$ cat src/rtl/i2c_target_regs.sv
// I2C target with a 256x8 register file, auto-incrementing pointer and a host load port.
// SCL/SDA are oversampled on the system clock; SDA is driven open-drain via sda_oe.
module i2c_target_regs #(
    parameter logic [6:0] DEV_ADDR = 7'h68,
    parameter logic [7:0] WHO_AM_I = 8'h71
) (
    input  logic       clock,
    input  logic       reset,
    input  logic       scl_in,
    input  logic       sda_in,
    output logic       sda_oe,
    input  logic       load_en,
    input  logic [7:0] load_addr,
    input  logic [7:0] load_data,
    output logic       busy,
    output logic       wr_strobe,
    output logic [7:0] wr_addr,
    output logic [7:0] wr_data
);

    typedef enum logic [3:0] {
        StIdle, StAddr, StAddrAck, StPtr, StPtrAck, StWdata, StWdataAck, StRdata, StRdataAck
    } state_t;

    state_t     state;
    logic [1:0] scl_sync, sda_sync;
    logic       scl_hist, sda_hist;
    logic [2:0] bit_cnt;
    logic [7:0] shift;
    logic [7:0] ptr;
    logic       rw;
    logic       rd_ack;
    logic [7:0] regs [256];

    logic       scl, sda, scl_rise, scl_fall, start_cond, stop_cond;
    logic [7:0] byte_in, rd_byte;
    logic       wr_commit;

    assign scl        = scl_sync[1];
    assign sda        = sda_sync[1];
    assign scl_rise   = scl & ~scl_hist;
    assign scl_fall   = ~scl & scl_hist;
    assign start_cond = scl & scl_hist & sda_hist & ~sda;
    assign stop_cond  = scl & scl_hist & ~sda_hist & sda;
    assign byte_in    = {shift[6:0], sda};
    assign rd_byte    = regs[ptr];
    // sda_oe high in WDATA_ACK means the ACK bit is in progress; this fall ends it
    assign wr_commit  = (state == StWdataAck) & ~start_cond & ~stop_cond & scl_fall & sda_oe;

    // Two-flop synchronizers plus one history flop for edge detection
    always_ff @(posedge clock) begin
        if (reset) begin
            scl_sync <= 2'b00;
            sda_sync <= 2'b00;
            scl_hist <= 1'b0;
            sda_hist <= 1'b0;
        end else begin
            scl_sync <= {scl_sync[0], scl_in};
            sda_sync <= {sda_sync[0], sda_in};
            scl_hist <= scl_sync[1];
            sda_hist <= sda_sync[1];
        end
    end

    // Register file: I2C write beats a host load to the same address
    always_ff @(posedge clock) begin
        if (reset) begin
            for (int unsigned i = 0; i < 256; i++) begin
                regs[i[7:0]] <= (i[7:0] == 8'h75) ? WHO_AM_I : 8'h00;
            end
        end else begin
            if (load_en && !(wr_commit && (load_addr == ptr))) begin
                regs[load_addr] <= load_data;
            end
            if (wr_commit) begin
                regs[ptr] <= shift;
            end
        end
    end

    // Protocol FSM with registered bus and host-side outputs
    always_ff @(posedge clock) begin
        if (reset) begin
            state     <= StIdle;
            bit_cnt   <= 3'd0;
            shift     <= 8'h00;
            ptr       <= 8'h00;
            rw        <= 1'b0;
            rd_ack    <= 1'b0;
            sda_oe    <= 1'b0;
            busy      <= 1'b0;
            wr_strobe <= 1'b0;
            wr_addr   <= 8'h00;
            wr_data   <= 8'h00;
        end else begin
            wr_strobe <= 1'b0;
            if (start_cond) begin
                state   <= StAddr;
                bit_cnt <= 3'd0;
                sda_oe  <= 1'b0;
            end else if (stop_cond) begin
                state  <= StIdle;
                sda_oe <= 1'b0;
                busy   <= 1'b0;
            end else begin
                case (state)
                    StAddr: if (scl_rise) begin
                        shift   <= byte_in;
                        bit_cnt <= bit_cnt + 3'd1;
                        if (bit_cnt == 3'd7) begin
                            if (byte_in[7:1] == DEV_ADDR) begin
                                state <= StAddrAck;
                                busy  <= 1'b1;
                                rw    <= byte_in[0];
                            end else begin
                                state <= StIdle;
                                busy  <= 1'b0;
                            end
                        end
                    end
                    StAddrAck: if (scl_fall) begin
                        if (!sda_oe) begin
                            sda_oe <= 1'b1;
                        end else if (rw) begin
                            shift   <= rd_byte;
                            sda_oe  <= ~rd_byte[7];
                            bit_cnt <= 3'd0;
                            state   <= StRdata;
                        end else begin
                            sda_oe <= 1'b0;
                            state  <= StPtr;
                        end
                    end
                    StPtr: if (scl_rise) begin
                        shift   <= byte_in;
                        bit_cnt <= bit_cnt + 3'd1;
                        if (bit_cnt == 3'd7) begin
                            ptr   <= byte_in;
                            state <= StPtrAck;
                        end
                    end
                    StPtrAck: if (scl_fall) begin
                        if (!sda_oe) begin
                            sda_oe <= 1'b1;
                        end else begin
                            sda_oe <= 1'b0;
                            state  <= StWdata;
                        end
                    end
                    StWdata: if (scl_rise) begin
                        shift   <= byte_in;
                        bit_cnt <= bit_cnt + 3'd1;
                        if (bit_cnt == 3'd7) begin
                            state <= StWdataAck;
                        end
                    end
                    StWdataAck: if (scl_fall) begin
                        if (!sda_oe) begin
                            sda_oe <= 1'b1;
                        end else begin
                            wr_strobe <= 1'b1;
                            wr_addr   <= ptr;
                            wr_data   <= shift;
                            ptr       <= ptr + 8'd1;
                            sda_oe    <= 1'b0;
                            state     <= StWdata;
                        end
                    end
                    StRdata: if (scl_fall) begin
                        if (bit_cnt == 3'd7) begin
                            sda_oe  <= 1'b0;
                            bit_cnt <= 3'd0;
                            rd_ack  <= 1'b0;
                            state   <= StRdataAck;
                        end else begin
                            shift   <= {shift[6:0], 1'b0};
                            sda_oe  <= ~shift[6];
                            bit_cnt <= bit_cnt + 3'd1;
                        end
                    end
                    StRdataAck: begin
                        if (scl_rise) begin
                            ptr <= ptr + 8'd1;
                            if (sda) begin
                                state <= StIdle;
                                busy  <= 1'b0;
                            end else begin
                                rd_ack <= 1'b1;
                            end
                        end else if (scl_fall && rd_ack) begin
                            // ptr already advanced on the ACK rise
                            shift   <= rd_byte;
                            sda_oe  <= ~rd_byte[7];
                            bit_cnt <= 3'd0;
                            rd_ack  <= 1'b0;
                            state   <= StRdata;
                        end
                    end
                    default: ;
                endcase
            end
        end
    end

endmodule
$ cat config.mk
export PLATFORM = sky130hd
export DESIGN_NAME = i2c_target_regs
export DESIGN_NICKNAME = d
export VERILOG_FILES = /design/src/rtl/i2c_target_regs.sv
export SDC_FILE = /design/constraint.sdc
export NUM_CORES = 2
export LEC_CHECK = 0
export BUFFER_PORTS_ARGS = -buffer_cell sky130_fd_sc_hd__buf_4
export CAP_MARGIN = 20
export CORE_MARGIN = 4
export CORE_UTILIZATION = 40
export DETAILED_ROUTE_END_ITERATION = 10
export PLACE_DENSITY = 0.52
export RECOVER_POWER = 25
export SLEW_MARGIN = 20
export SYNTH_ARGS = -nofsm -noshare
export SYNTH_HDL_FRONTEND = slang
export SYNTH_SLANG_ARGS = --single-unit
$ cat constraint.sdc
create_clock -name clock -period 4.1 [get_ports clock]
set_input_delay 1.23 -clock clock [delete_from_list [all_inputs] [get_ports clock]]
set_output_delay 1.23 -clock clock [all_outputs]
set_load 0.03 [all_outputs]
## Word level (Yosys, flattened, before mapping)

Memory sizes are Yosys's and may differ from the RTL's. A register that Yosys moved wholly into a read port is not among the register bits.
Cells that the tools add are included.

- Register bits: 50
- Bits in latches: 0
- Bits in writable memories: 2,048
- Bits in read-only memories: 0
- Bits of input ports: 21
- Output and inout port bits: 19
- Logic and storage cells: 204
- Memories kept: 1

- Add/subtract/negate cells: 2
- $mul: 0
- Divide/modulo/power cells: 0
- $lt $le $gt $ge: 0
- Eq/ne operators: 52
- Shifts and indexed selects: 0
- Muxes and demuxes: 84
- Bitwise operators: 21
- Reduce and logical (&&, ||, !) cells: 28

Memory list:

| memory | words | width | read ports | clocked after Yosys merged registers in | wr ports | RTL line | source |
|---|---|---|---|---|---|---|---|
| regs | 256 | 8 | 1 | 1 | 256 | 33 | `logic [7:0] regs [256];` |

Operator list:

| kind | count |
|---|---|
| $mux 8 | 19 |
| $mux 4 | 15 |
| $ne 4x4->1 const B | 10 |
| $ne 2x2->1 const B | 17 |
| $mux 1 | 33 |
| $pmux 8 s4 | 1 |
| $reduce_and 15->1 | 2 |
| $pmux 4 s7 | 1 |
| $mux 3 | 9 |
| $pmux 8 s3 | 1 |
| $ne 3x3->1 const B | 7 |
| $reduce_and 6->1 | 3 |
| $eq 4x3->1 const B | 4 |
| $reduce_or 8->1 | 2 |
| $pmux 3 s4 | 1 |
| $and 1x1->1 | 11 |
| $reduce_and 11->1 | 1 |
| $ne 5x5->1 const B | 2 |
| $not 1->1 | 10 |
| $reduce_and 9->1 | 1 |
| $reduce_bool 9->1 | 1 |
| $add 8x1->8 const B | 1 |
| $eq 4x2->1 const B | 2 |
| $eq 8x8->1 | 1 |
| 22 further kinds | 32 |

## Depth between registers and ports, before layout

- Depth after elaboration: 16
- Mapped depth: 12
- Gate-level depth less buffers: 8

## Least setup slack after synthesis

Ideal clock, no wire load.

- Kind: input -> register
- From: in load_addr[6]
- To: mem regs[11][0] (enable)
- Setup time: 384 ps
- Data arrival time: 3,043 ps
- Data required time: 3,716 ps
- Slack: 673 ps
- Cell stages on the path: 8
- Path buffers: 2
- Cells stage by stage: clkbuf_1 -> xnor2_1 -> nand4_1 -> o31ai_1 -> nor3_1 -> nand3_1 -> buf_2 -> o21ai_0

RTL lines:

| element | RTL line | source |
|---|---|---|
| start: declaration | 13 | `input logic [7:0] load_addr,` |
| end: declaration | 33 |  |

==> results.cfg <==
[status]
status = finished with violations
violations = capacitance limit, slew limit, setup timing

[logic_synthesis]
ys.warnings.count = 0
synth-main-ff-cell = edfxtp_1
synth_seq_area_share_pct = 58.8
synthAdderAreaFrac_pct = 0.0704
synth-simple-area-share_pct = 5.08
ys_async_sr_fraction_pct = 0
syn_avg_cell_area_sq_um = 14.7
synth_seq_cells = 2106
synth_top_family_by_area = compound AO/OA/AOI/OAI gates
synth-compound-area-share_pct = 19.4
synth_cell_types = 70
netlist_area_sq_um = 107000
syn-num-nets = 7263
synthCells = 7236
synth_edf_count = 2048
synth_xor_xnor_area_share_pct = 0.0739
muxShareOfSynthArea_pct = 13.3

[pwr]
power.density_nw_per_um2 = 440
ir_drop_v = 0.000919
p_leak_nw = 40.1
total_power_mw = 54.1

[global_routing]
grt_max_degree = 134
overflow = 0
grt_pass1_vias = 72400
grt_pass1_wl_mm = 564
antenna_found_initial = 17
grt_usage_pct = 28.4

[timing]
rsz0062_at_grt = false
fmax_mhz = 234
tightest_slew_ps = 1780
slew_viol_final = 52
relSlewSlack_pct = -18.8
fin_worst_skew_ps = 79.4
hold_viol_final = 0
fin_crit_ps = 4270
finalSetupViolations = 2
setup_ws_ps = -174
finalCritPeriodShare_pct = 104

[detailed_routing]
via_per_inst = 6.70
dr.pass1.iters = 6
totalWireLength_mm = 400
drcViolationCount = 0
antenna_left = 0
vias = 76300
wire_per_inst_microns = 35.1
drt_iter0_drc = 9585

[cts]
cts.sinks = 2106
cts_buffers = 228
clkSlewWorstSetupHoldPaths_ps = 60
cts_setup_buffers = 0
cts_tree = yes
clockBufferDepth = 3
ctsHoldBuffers = 0
clockRootBuffer = clkbuf_16
cts_resized = 0
cts.htree.levels = 4
clock_latency_ps = 910

[setup_path]
slowest_delay_ps = 1000
cp_common_cell = a21oi_1
path_cells = buf_12, buf_4, nor2b_2, a22oi_1, a21oi_1, nor2_1, a21oi_1, nand3_1, a32o_1
arrival_ps = 5000
end_kind = register
worstPathRequired_ps = 4820
cp_slowest_cell = nor2b_2
critPathLaunchType = register
worst-path-max-fanout = 24
critical_path_class = reg2reg

[cells_and_area]
final_nets = 7689
post-route-util_pct = 46.4
synthToLayoutAreaGrowth_pct = 15.5
drive_gt1_share_pct = 25.6
fillers = 23100

[place]
dp_slack_ps = 49.9
gp_congestion = 0.924
portBuffers = 39
dp.final_hpwl_mm = 250

[run]
maxCapViolCount = 1

[min_path]
holdCritPathClass = reg2reg

[die]
die_h_microns = 524
io-pin-count = 40
initial_core_util_pct = 40.2
fp.dieW_microns = 524
dieArea_sq_um = 275000
coreArea_sq_um = 265000
row_count = 189
per-stage QoR:
| stage | instance area (sq um) | std cells | setup TNS, ps | hold slack [ps] |
|---|---|---|---|---|
| floorplan | 107000 | 7236 | 0 | 414 |
| global placement | 117000 | 11000 | 0 | 443 |
| detailed placement | 117000 | 11000 | 0 | 459 |
| CTS | 124000 | 11400 | 0 | 467 |
| global route | 123000 | 11400 | 0 | 484 |
| finish | 123000 | 11400 | -342 | 462 |
power breakdown:
| group | leakage, nW | internal (mW) | switching [mW] |
|---|---|---|---|
| combinational | 16.5 | 1.52 | 6.21 |
| sequential | 20.1 | 24.6 | 1.29 |
| clock | 3.54 | 11.4 | 9.07 |
critical path, delay by kind of cell, from the launching register on:
kind,cells,cell delay [ps]
compound gates,4,1700
flops,1,730
buf+inv,2,460
simple gates,3,1230
path summary, 6_finish.rpt:
check / from / to / slack (ps) / cells after the start
worst max-delay path: register / sda_oe / -170 / 9
worst min register to register: bit_cnt[2] / bit_cnt[2] / 460 / 2
worst max register to register: register / sda_oe / -170 / 9
worst min-delay path: bit_cnt[2] / bit_cnt[2] / 460 / 2
metal layers:
metal  global-route usage (%)  vias up  routed length (microns)
li1                         -    31200                        -
met1                     40.6    39800                   164000
met2                     43.1     4481                   179000
met3                     5.49      746                    38900
met4                     11.1        4                    18000
met5                        0        -                       32
kinds of logic (layout without fill, tap and decap cells):
| kind of cell | Yosys count | in the layout |
|---|---|---|
| adder cells (fa/ha/maj) | 6 | 6 |
| buffers and inverters | 834 | 1448 |
| multiplexers | 660 | 660 |
| AND/OR/NAND/NOR | 1093 | 1093 |
| other | 0 | 8 |
| flip-flops | 2106 | 2106 |
| XOR/XNOR | 9 | 9 |
| AO/OA/AOI/OAI | 2528 | 2528 |
Yosys cell counts (all sizes together), types with 4 or more instances:
master | instances | area (sq um)
a22oi | 50 | 375
nand2 | 109 | 409
nor2 | 578 | 2490
xnor2 | 8 | 70.1
o21ai | 294 | 1470
a311oi | 6 | 52.6
dfxtp | 58 | 1160
mux4 | 608 | 13700
a22o | 2046 | 17900
nor2b | 30 | 188
clkbuf | 666 | 2500
nand2b | 9 | 56.3
ha | 6 | 75.1
o22a | 4 | 35.0
buf | 154 | 888
a21o | 4 | 30.0
nor4 | 8 | 50.1
o22ai | 7 | 43.8
a21oi | 55 | 275
nand3 | 45 | 225
nor3 | 264 | 1650
a221o | 10 | 100
mux2 | 16 | 180
inv | 13 | 48.8
nand4 | 10 | 68.8
and2 | 10 | 62.6
a21boi | 4 | 30.0
mux2i | 36 | 360
o211ai | 8 | 60.1
a221oi | 4 | 35.0
a32oi | 6 | 52.6
nor4b | 6 | 52.6
or3 | 9 | 56.3
a211oi | 9 | 67.6
edfxtp | 2048 | 61500
state kept, by name, indices dropped and copies added, names as in the netlist, 2 cells and up, named ones only:
name      cells
bit_cnt       3
ptr           8
regs       2048
scl_sync      2
sda_sync      2
shift         8
state         4
wr_addr       8
wr_data       8
cell usage in the layout, fill, tap and decap left out, types with 9 or more instances in the layout:
cell type,instances
a211oi_1,9
nand2b_1,9
clkbuf_2,66
buf_12,94
or3_1,9
a22oi_1,50
edfxtp_1,2048
inv_1,11
dfxtp_4,11
nor3_2,57
dfxtp_1,44
mux2_2,16
nand2_1,99
buf_4,683
buf_8,9
mux2i_1,36
a221o_1,10
clkbuf_16,232
a22o_1,2046
mux4_2,608
clkbuf_1,203
nor3_1,207
nor2b_1,26
nand3_1,38
bufinv_16,15
clkinv_1,54
clkinvlp_4,9
nor2_1,471
o21ai_0,294
a21oi_1,55
nor2_2,106
nand4_1,10
clkinv_2,44
nand2_2,10
and2_1,10
final cells by class:
| class | count | area [sq um] | area share, % |
|---|---|---|---|
| antenna | 8 | 20.0 | 0.0163 |
| clock buffer | 282 | 6040 | 4.91 |
| clock inverter | 136 | 1240 | 1.01 |
| inverter | 14 | 60.1 | 0.0488 |
| multi-input combinational | 4296 | 40500 | 32.9 |
| sequential | 2106 | 62700 | 50.9 |
| tap | 3533 | 4420 | 3.59 |
| timing repair buffer | 1016 | 8110 | 6.58 |
(Power assumes the default switching activity.)
